**config.mk**
```make
export PLATFORM = sky130hd
export DESIGN_NAME = muldiv_unit
export DESIGN_NICKNAME = d
export VERILOG_FILES = /design/src/rtl/muldiv_pkg.sv /design/src/rtl/muldiv_unit.sv
export SDC_FILE = /design/constraint.sdc
export NUM_CORES = 1
export LEC_CHECK = 0
export BUFFER_PORTS_ARGS = -buffer_cell sky130_fd_sc_hd__buf_2
export CORE_UTILIZATION = 50
export CTS_CLUSTER_DIAMETER = 200
export DETAILED_ROUTE_END_ITERATION = 8
export PLACE_DENSITY = 0.77
export SLEW_MARGIN = 40
export SYNTH_ARGS = -nofsm -noshare
export SYNTH_HDL_FRONTEND = slang
export SYNTH_SLANG_ARGS = --single-unit
```
**constraint.sdc**
```tcl
create_clock -name clk -period 4.19 [get_ports clk]
set_input_delay 0.838 -clock clk [delete_from_list [all_inputs] [get_ports clk]]
set_output_delay 0.838 -clock clk [all_outputs]
set_load 0.01 [all_outputs]
```
**src/rtl/muldiv_pkg.sv**
```systemverilog
// Shared encodings for the CPU32 multiply/divide unit; the control unit
// imports the same op codes when issuing MULT/MULTU/DIV/DIVU.
`timescale 1ns/1ps
package muldiv_pkg;

  typedef enum logic [1:0] {
    MD_MULT  = 2'b00,
    MD_MULTU = 2'b01,
    MD_DIV   = 2'b10,
    MD_DIVU  = 2'b11
  } md_op_e;

  typedef enum logic [1:0] {
    MD_IDLE = 2'b00,
    MD_CALC = 2'b01,
    MD_FIX  = 2'b10
  } md_state_e;

  localparam int MD_ITER = 32;

endpackage

```
**src/rtl/muldiv_unit.sv**
```systemverilog
// Iterative 32-cycle multiply/divide producing HI/LO for CPU32.
// Shift-add multiply and restoring divide share one 64-bit accumulator.
`timescale 1ns/1ps
module muldiv_unit
  import muldiv_pkg::*;
#(
  parameter int WIDTH = 32
) (
  input  logic             clk,
  input  logic             rst,
  input  logic             start,
  input  logic [1:0]       op,
  input  logic [WIDTH-1:0] A,
  input  logic [WIDTH-1:0] B,
  input  logic             we_hi,
  input  logic             we_lo,
  input  logic [WIDTH-1:0] wdata,
  output logic             busy,
  output logic             done,
  output logic             dbz,
  output logic [WIDTH-1:0] hi,
  output logic [WIDTH-1:0] lo
);

  function automatic logic [WIDTH-1:0] cneg_w(input logic [WIDTH-1:0] v, input logic n);
    return n ? (~v + WIDTH'(1)) : v;
  endfunction

  function automatic logic [2*WIDTH-1:0] cneg_2w(input logic [2*WIDTH-1:0] v, input logic n);
    return n ? (~v + (2*WIDTH)'(1)) : v;
  endfunction

  md_state_e state, state_nxt;
  logic [5:0] cnt;

  logic               is_div, neg_q, neg_r;
  logic [WIDTH-1:0]   mcand;
  logic [2*WIDTH-1:0] acc;

  logic signed [WIDTH-1:0] a_s, b_s;
  logic                    signed_op, a_neg, b_neg, div_op, div_zero;
  logic [WIDTH-1:0]        a_mag, b_mag;

  assign a_s       = $signed(A);
  assign b_s       = $signed(B);
  assign signed_op = ~op[0];
  assign div_op    = op[1];
  assign a_neg     = signed_op && (a_s < 0);
  assign b_neg     = signed_op && (b_s < 0);
  assign a_mag     = cneg_w(A, a_neg);
  assign b_mag     = cneg_w(B, b_neg);
  assign div_zero  = div_op && (B == '0);

  // Iteration step: multiply adds mcand into the upper half then shifts right;
  // divide shifts left one bit and keeps the trial subtraction if it fits.
  logic [WIDTH:0]     add_sum, rem_sh, rem_sub;
  logic [2*WIDTH-1:0] mul_next, div_next;

  always_comb begin
    add_sum  = {1'b0, acc[2*WIDTH-1:WIDTH]} + {1'b0, mcand};
    mul_next = acc[0] ? {add_sum, acc[WIDTH-1:1]} : {1'b0, acc[2*WIDTH-1:1]};
    rem_sh   = acc[2*WIDTH-1:WIDTH-1];
    rem_sub  = rem_sh - {1'b0, mcand};
    div_next = rem_sub[WIDTH] ? {rem_sh[WIDTH-1:0], acc[WIDTH-2:0], 1'b0}
                              : {rem_sub[WIDTH-1:0], acc[WIDTH-2:0], 1'b1};
  end

  logic [2*WIDTH-1:0] prod_fix;
  logic [WIDTH-1:0]   quo_fix, rem_fix;

  assign prod_fix = cneg_2w(acc, neg_q);
  assign quo_fix  = cneg_w(acc[WIDTH-1:0], neg_q);
  assign rem_fix  = cneg_w(acc[2*WIDTH-1:WIDTH], neg_r);

  always_comb begin
    state_nxt = state;
    case (state)
      MD_IDLE: if (start) state_nxt = div_zero ? MD_FIX : MD_CALC;
      MD_CALC: if (cnt == 6'd1) state_nxt = MD_FIX;
      MD_FIX:  state_nxt = MD_IDLE;
      default: state_nxt = MD_IDLE;
    endcase
  end

  always_ff @(posedge clk) begin
    if (rst) begin
      state <= MD_IDLE;
      cnt   <= '0;
      busy  <= 1'b0;
      done  <= 1'b0;
      dbz   <= 1'b0;
      hi    <= '0;
      lo    <= '0;
    end else begin
      state <= state_nxt;
      done  <= 1'b0;
      case (state)
        MD_IDLE: begin
          if (we_hi) hi <= wdata;
          if (we_lo) lo <= wdata;
          if (start) begin
            busy <= 1'b1;
            dbz  <= div_zero;
            cnt  <= 6'(MD_ITER);
          end
        end
        MD_CALC: cnt <= cnt - 6'd1;
        MD_FIX: begin
          busy <= 1'b0;
          done <= 1'b1;
          // A divide-by-zero leaves HI/LO untouched; dbz doubles as that marker.
          if (!dbz) begin
            if (is_div) begin
              hi <= rem_fix;
              lo <= quo_fix;
            end else begin
              {hi, lo} <= prod_fix;
            end
          end
        end
        default: ;
      endcase
    end
  end

  // Operand latch and accumulator; data only, no reset needed.
  always_ff @(posedge clk) begin
    if (state == MD_IDLE && start) begin
      is_div <= div_op;
      neg_q  <= a_neg ^ b_neg;
      neg_r  <= a_neg;
      mcand  <= div_op ? b_mag : a_mag;
      acc    <= div_op ? {{WIDTH{1'b0}}, a_mag} : {{WIDTH{1'b0}}, b_mag};
    end else if (state == MD_CALC) begin
      acc <= is_div ? div_next : mul_next;
    end
  end

endmodule

```
==> results of run 1 <==
## layer usage
metal,vias up,GRT usage [%]
li1,7108,-
met1,7091,42.65
met2,849,50.26
met3,120,6.104
met4,0,14.06
met5,-,0
## kinds of logic after synthesis
family | after synthesis | synth area share (%)
AO/OA/AOI/OAI | 595 | 24.88
AND/OR/NAND/NOR | 578 | 18.30
buffers and inverters | 180 | 4.615
flip-flops | 174 | 29.74
XOR/XNOR | 170 | 9.946
multiplexers | 95 | 6.428
adder cells (fa/ha/maj) | 72 | 6.087
## sequential cells by signal (all words and copies together) (netlist names)
signal / cells
acc: 64
busy: 1
cnt: 6
dbz: 1
done: 1
hi: 32
is_div: 1
lo: 32
mcand: 32
neg_q: 1
neg_r: 1
state: 2
## power by group
part	total (µW)	internal, µW	leakage, µW	switching, µW
Combinational	5060	2050	0.00500	3010
Sequential	2630	2180	0.00160	451
Clock	1670	816	0.000292	849
Total	9350	5040	0.00690	4310
## worst register-to-register path: cells and delay by family (launching register included)
| kind | cells | cell delay [ns] |
|---|---|---|
| muxes | 1 | 0.12 |
| AOI/OAI and AO/OA | 7 | 2.14 |
| adders and majority gates | 2 | 0.67 |
| and+or+nand+nor | 1 | 0.09 |
| DFF | 1 | 0.45 |
## synth_stat cells, types with 6 or more instances
cell      number  area [µm²]
nand4_1       16       100.1
mux2i_1       82       820.8
a311oi_1       8       70.07
nand2b_1      23       143.9
buf_2          6       30.03
xnor2_1       85       744.5
dfxtp_1       75        1501
or2_2         10       62.56
o41ai_1       18       157.7
nand2_1      154       578.1
inv_1         63       236.5
nor4_1        17       106.4
or3_1         20       125.1
o211ai_1      12       90.09
a211o_1        9       78.83
or4_1         15       112.6
and2_1         6       37.54
nor2b_1       12       75.07
a22o_1         6       52.55
a221oi_1      12       105.1
and3_1        12       75.07
xor2_1        84       735.7
a21oi_1      218        1091
edfxtp_1      99        2973
ha_1          70       875.8
buf_1         15       56.30
a31oi_1       23       143.9
o31ai_1       29       217.7
nand3_1       31       155.2
clkbuf_1      88       330.3
nor3_1        29       145.1
nor2_1       208       780.8
a211oi_1      49       367.9
o21a_1        10       75.07
o21bai_1       8       60.06
o21ai_0      116       580.6
mux2_2        13       146.4
a21o_1        24       180.2
## cell type report
| type | instances | share of cell area (%) |
|---|---|---|
| multi-input cells | 1510 | 58.48 |
| flip-flops and latches | 174 | 26.41 |
| repair buffers | 209 | 7.082 |
| well taps | 390 | 2.880 |
| clock buffers | 17 | 2.511 |
| inverters | 68 | 1.506 |
| clock inverters | 15 | 1.122 |
| diodes | 1 | 0.01477 |
## path summary, 6_finish.rpt
check,from,end,cells past startpoint
worst min-delay path,busy,busy,2
worst max-delay path,acc[32],acc[61],11
worst max register to register,acc[32],acc[61],11
worst min register to register,busy,busy,2
## stage by stage
| step | cells | instance area [µm²] | hold WS, ns |
|---|---|---|---|
| after floorplan | 1864 | 15050 | 0.4434 |
| after global placement | 2351 | 16310 | 0.4338 |
| after detailed placement | 2351 | 16320 | 0.4337 |
| after CTS | 2383 | 16940 | 0.4567 |
| after global routing | 2383 | 16940 | 0.4795 |
| final | 2384 | 16940 | 0.4601 |
==> qor.csv, run 1 <==
stage,metric,value,unit
status,status,"finished, final reports clean",
setup_path,critPathTopFamily,compound AO/OA/AOI/OAI gates,
logic_synthesis,syn-num-nets,2039,
final_layout,fill_cells,2744,
logic_synthesis,synth_area_per_cell,8.072,µm²
floorplan,die_area,30790,µm²
global_route,track_usage,31.97,%
cts,clkSinkCount,174,
cts,tritoncts,built,
setup_path,start_kind,flop,
drt,drc_errors,0,
cts,clockBufferDepth,2,
logic_synthesis,syn-instance-count,1864,
job,maxCapViolations,0,
cts,hold_buffers,0,
drt,dr.pass1.iters,6,
floorplan,num_rows,63,
timing,finalHoldViolations,0,
drt,top_layer,met4,
power_and_ir_drop,total_power,9350,µW
setup_path,arrival,3.92,ns
final_layout,final_layout_size_suffix_gt1_share,14.40,%
cts,clkLatencyLatePin,0.45,ns
placement,gp_congestion,1.001,
final_layout,most-common-layout-cells,"a21oi_1 (218), nor2_1 (207), buf_2 (169)",
logic_synthesis,synth_warnings,0,
setup_path,critPathRequiredTime,4.46,ns
placement,dp_slack,0.5127,ns
setup_path,crit_top_cell,a211oi_1,
power_and_ir_drop,powerDensity,551.8,nW/µm²
timing,finalSetupViolCount,0,
logic_synthesis,ys_types,86,
final_layout,multi_input_comb_area,9908,µm²
power_and_ir_drop,leakage,0.006895,µW
drt,wl_met3,5.092,mm
timing,fin_tns_setup,0,ns
cts,path_clk_slew,0.09,ns
timing,finalCritPeriodShare,87.10,%
setup_path,critPathKind,reg -> reg,
setup_path,r2r_slack,0.54,ns
power_and_ir_drop,ir_worst_vdd,0.0002805,V
timing,setup_ws,0.5404,ns
drt,wl_per_cell,20.91,µm
timing,maxSlewViolCount,0,
placement,dpl.hpwl,38.67,mm
floorplan,die_w,175.5,µm
cts,cts_root_buffer,clkbuf_16,
setup_path,path_cells,ha_1 > fa_1 > a21o_1 > a311o_1 > a211oi_1 > nor2_1 > o31ai_1 > o21ai_0 > a311oi_1 > mux2i_1 > a211oi_1,
timing,clock.fmax,274.0,MHz
floorplan,initial_utilization,50.76,%
timing,rsz0062_at_grt,no,
setup_path,timing.critical_path.buf_inv,0,
final_layout,nets,2155,
cts,cts_htree_levels,4,
drt,initialDrtViolationCount,1683,
global_route,grt_antenna_before_repair,1,
global_route,grt_pass1_vias,13984,
setup_path,end_kind,flop,
drt,wirelength,49.84,mm
cts,cts_buffers,17,
placement,portBuffers,169,
floorplan,core,29640,µm²
drt,wl_met1,20.28,mm
drt,ant_nets,0,
setup_path,max_stage_delay,0.50,ns
logic_synthesis,synth_ff_type,edfxtp_1,
global_route,grt_pass1_wl,76.75,mm
logic_synthesis,ys_seq_area_share,29.74,%
final_layout,final_common_cell,a21oi_1,
final_layout,final-seq-area,4474,µm²
floorplan,die_y,175.5,µm
timing,relSlewSlack,41.93,%
hold_path,hold_class,reg -> reg,
drt,via_per_inst,6.362,
cts,cts-resized-gates,0,
floorplan,io_pins,170,
global_route,grt-ovfl-total,0,
logic_synthesis,synth_area,15050,µm²
cts,cts_setup_buffers,0,
setup_path,cpMaxStageDelayCell,o31ai_1,
logic_synthesis,async_flop_share,0,%
timing,skew,0.01697,ns
final_layout,fin_util,57.17,%
timing,worstMarginPinSlew,0.8678,ns
logic_synthesis,synth_edf_count,99,
drt,met2WireLength,22.36,mm
timing,period_minus_slack,3.650,ns
drt,vias,15168,
global_route,grt_start_max_net_pins,69,
setup_path,path_max_fanout,5,
logic_synthesis,ys_ff_latch,174,
final_layout,syn2layout_area_growth,12.62,%
(Power assumes the default switching activity.)
==> run 2: changes to the inputs <==
- CORE_UTILIZATION: 50 -> 45
- PLACE_DENSITY: 0.77 -> 0.71
==> run 2 against run 1 <==
  * First-iteration DRC count down 3.6%
  * Critical path depth grew 1
  * Global-route usage is 1.7 points lower
  * Via count is 0.55% higher
  * Sequential cell count is the same
  * Power grew 2.0%
  * Clock-buffer cell count stayed put
  * Final area rose by 1.1%
  * Critical endpoint is now acc[63]
==> qor.csv, run 2 (synthesized netlist as in run 1, its figures left out) <==
stage,metric,value,unit
status,status,"finished, final reports clean",
cts,clockBufferDepth,2,
power_and_ir_drop,powerDensity,556.5,nW/µm²
timing,rsz0062_at_grt,no,
drt,dr.pass1.iters,8,
final_layout,final_common_cell,a21oi_1,
global_route,grt_start_max_net_pins,67,
setup_path,crit_end,acc[63],
placement,dpl.hpwl,40.81,mm
setup_path,startpoint,acc[32],
setup_path,critPathTopFamily,compound AO/OA/AOI/OAI gates,
setup_path,path_cells,ha_1 > fa_1 > a21o_1 > a311o_1 > a211oi_1 > nor2_1 > o31ai_1 > buf_4 > o31ai_1 > a211o_1 > a211oi_1 > o32ai_1,
cts,cts_htree_levels,4,
drt,vias,15251,
power_and_ir_drop,power_switching,4384,µW
power_and_ir_drop,sequentialPowerShare,27.3,%
hold_path,hp-start,lo[20],
setup_path,critPathRequiredTime,4.38,ns
global_route,grt_pass1_wl,79.32,mm
power_and_ir_drop,leakage,0.006975,µW
power_and_ir_drop,intPower,5149,µW
final_layout,max_flop_register,acc,
floorplan,core,32700,µm²
final_layout,syn2layout_area_growth,13.85,%
floorplan,die_w,184.9,µm
drt,wl_per_cell,21.39,µm
global_route,grt-ovfl-total,0,
final_layout,fin_cells,2448,
cts,clkLatencyLatePin,0.45,ns
final_layout,stdcell_area,17130,µm²
global_route,grt_pass1_vias,13989,
floorplan,initial_utilization,46.01,%
placement,placed_area,16490,µm²
setup_path,critPathKind,reg -> reg,
placement,gp_congestion,1.002,
timing,relSlewSlack,49.16,%
setup_path,max_stage_delay,0.48,ns
setup_path,end_kind,flop,
drt,drc_errors,0,
floorplan,io_pins,170,
setup_path,cpMaxStageDelayCell,edfxtp_1,
power_and_ir_drop,power_frac_comb,54.4,%
timing,period_minus_slack,3.725,ns
floorplan,num_rows,66,
cts,path_clk_slew,0.08,ns
timing,fin_tns_setup,0,ns
job,maxCapViolations,0,
setup_path,r2r_slack,0.46,ns
timing,skew,0.01938,ns
setup_path,start_kind,flop,
final_layout,final_layout_size_suffix_gt1_share,14.96,%
timing,maxSlewViolCount,0,
timing,finalHoldViolations,0,
timing,clock.fmax,268.4,MHz
cts,tritoncts,built,
power_and_ir_drop,swShare,45.99,%
floorplan,die_y,184.9,µm
placement,portBuffers,169,
timing,worstMarginPinSlew,0.7434,ns
global_route,grt_antenna_before_repair,0,
cts,cts_root_buffer,clkbuf_16,
hold_path,hold_class,reg -> reg,
cts,cts_setup_buffers,0,
setup_path,arrival,3.91,ns
final_layout,fill_cells,3197,
setup_path,cp.depth,12,
timing,finalCritPeriodShare,88.91,%
setup_path,path_max_fanout,6,
floorplan,die_area,34170,µm²
placement,placed_cells,2416,
setup_path,timing.critical_path.buf_inv,1,
power_and_ir_drop,ir_worst_vdd,0.0002413,V
final_layout,n_antenna_cell,0,
cts,clkSinkCount,174,
setup_path,timing.rr.start,acc[32],
timing,finalSetupViolCount,0,
timing,fin_hold_ws,0.4629,ns
setup_path,r2r-end,acc[63],
drt,via_per_inst,6.230,
global_route,track_usage,30.29,%
drt,initialDrtViolationCount,1623,
power_and_ir_drop,clkPwrFrac,18.3,%
final_layout,nets,2168,
drt,wirelength,52.36,mm
drt,ant_nets,0,
cts,hold_buffers,0,
cts,cts-resized-gates,0,
setup_path,ff2ff_path_depth,12,
final_layout,most-common-layout-cells,"a21oi_1 (218), nor2_1 (206), buf_2 (169)",
final_layout,largest_register_ffs,64,
cts,cts_buffers,17,
## run 2: cell count changes in the layout (fill, tap and decap cells not counted), sizes merged
cell,before,now
bufinv,0,1
clkinvlp,1,0
inv,72,73
diode,1,0
clkinv,10,9
buf,209,222
## run 2: layer usage
layer / GRT usage (%) / wire length (µm)
met1: 40.86 / 22270
met3: 4.758 / 4376
met2: 48.02 / 23590
met5: 0 / 0
met4: 12.69 / 2126
## run 2: worst reg2reg max path, delay by kind of cell (launching register included)
family | cells | cell delay, ns
AOI/OAI and AO/OA | 8 | 2.04
adders and majority gates | 2 | 0.67
DFF | 1 | 0.48
buffers and inverters | 1 | 0.19
and+or+nand+nor | 1 | 0.10
## run 2: how the worst min path moves through the flow
stage / endpoint / depth (start not counted)
CTS: hi[23] / 2
detailed placement: hi[23] / 2
finish: lo[20] / 2
global route: lo[20] / 2
global placement: hi[21] / 2
floorplan: cnt[5] / 1
## run 2: power groups by stage
stage / Sequential, µW / Combinational [µW] / Clock, µW
2_1_floorplan: 2500 / 3600 / 0
3_3_place_gp: 2620 / 5000 / 0
3_5_place_dp: 2630 / 5040 / 0
4_1_cts: 2590 / 5080 / 1750
5_1_grt: 2630 / 5630 / 1800
6_report: 2610 / 5180 / 1750
## run 2: layout make-up
type	instances	area [µm²]	share of cell area (%)
Sequential cell	174	4474	26.12
Clock inverter	15	212.7	1.242
Clock buffer	17	425.4	2.484
Inverter	68	255.2	1.490
Multi-Input combinational cell	1510	9912	57.87
Timing Repair Buffer	222	1296	7.568
Tap cell	442	553.0	3.229
## run 2: stage by stage
stage | setup slack, ns | total power [µW] | utilization [%]
floorplan | 0.8176 | 6092 | -
global placement | 0.4570 | 7626 | 50.25
detailed placement | 0.3893 | 7672 | 50.42
CTS | 0.5090 | 9425 | 52.37
global route | 0.3305 | 10070 | 52.38
finish | 0.4646 | 9533 | 52.38
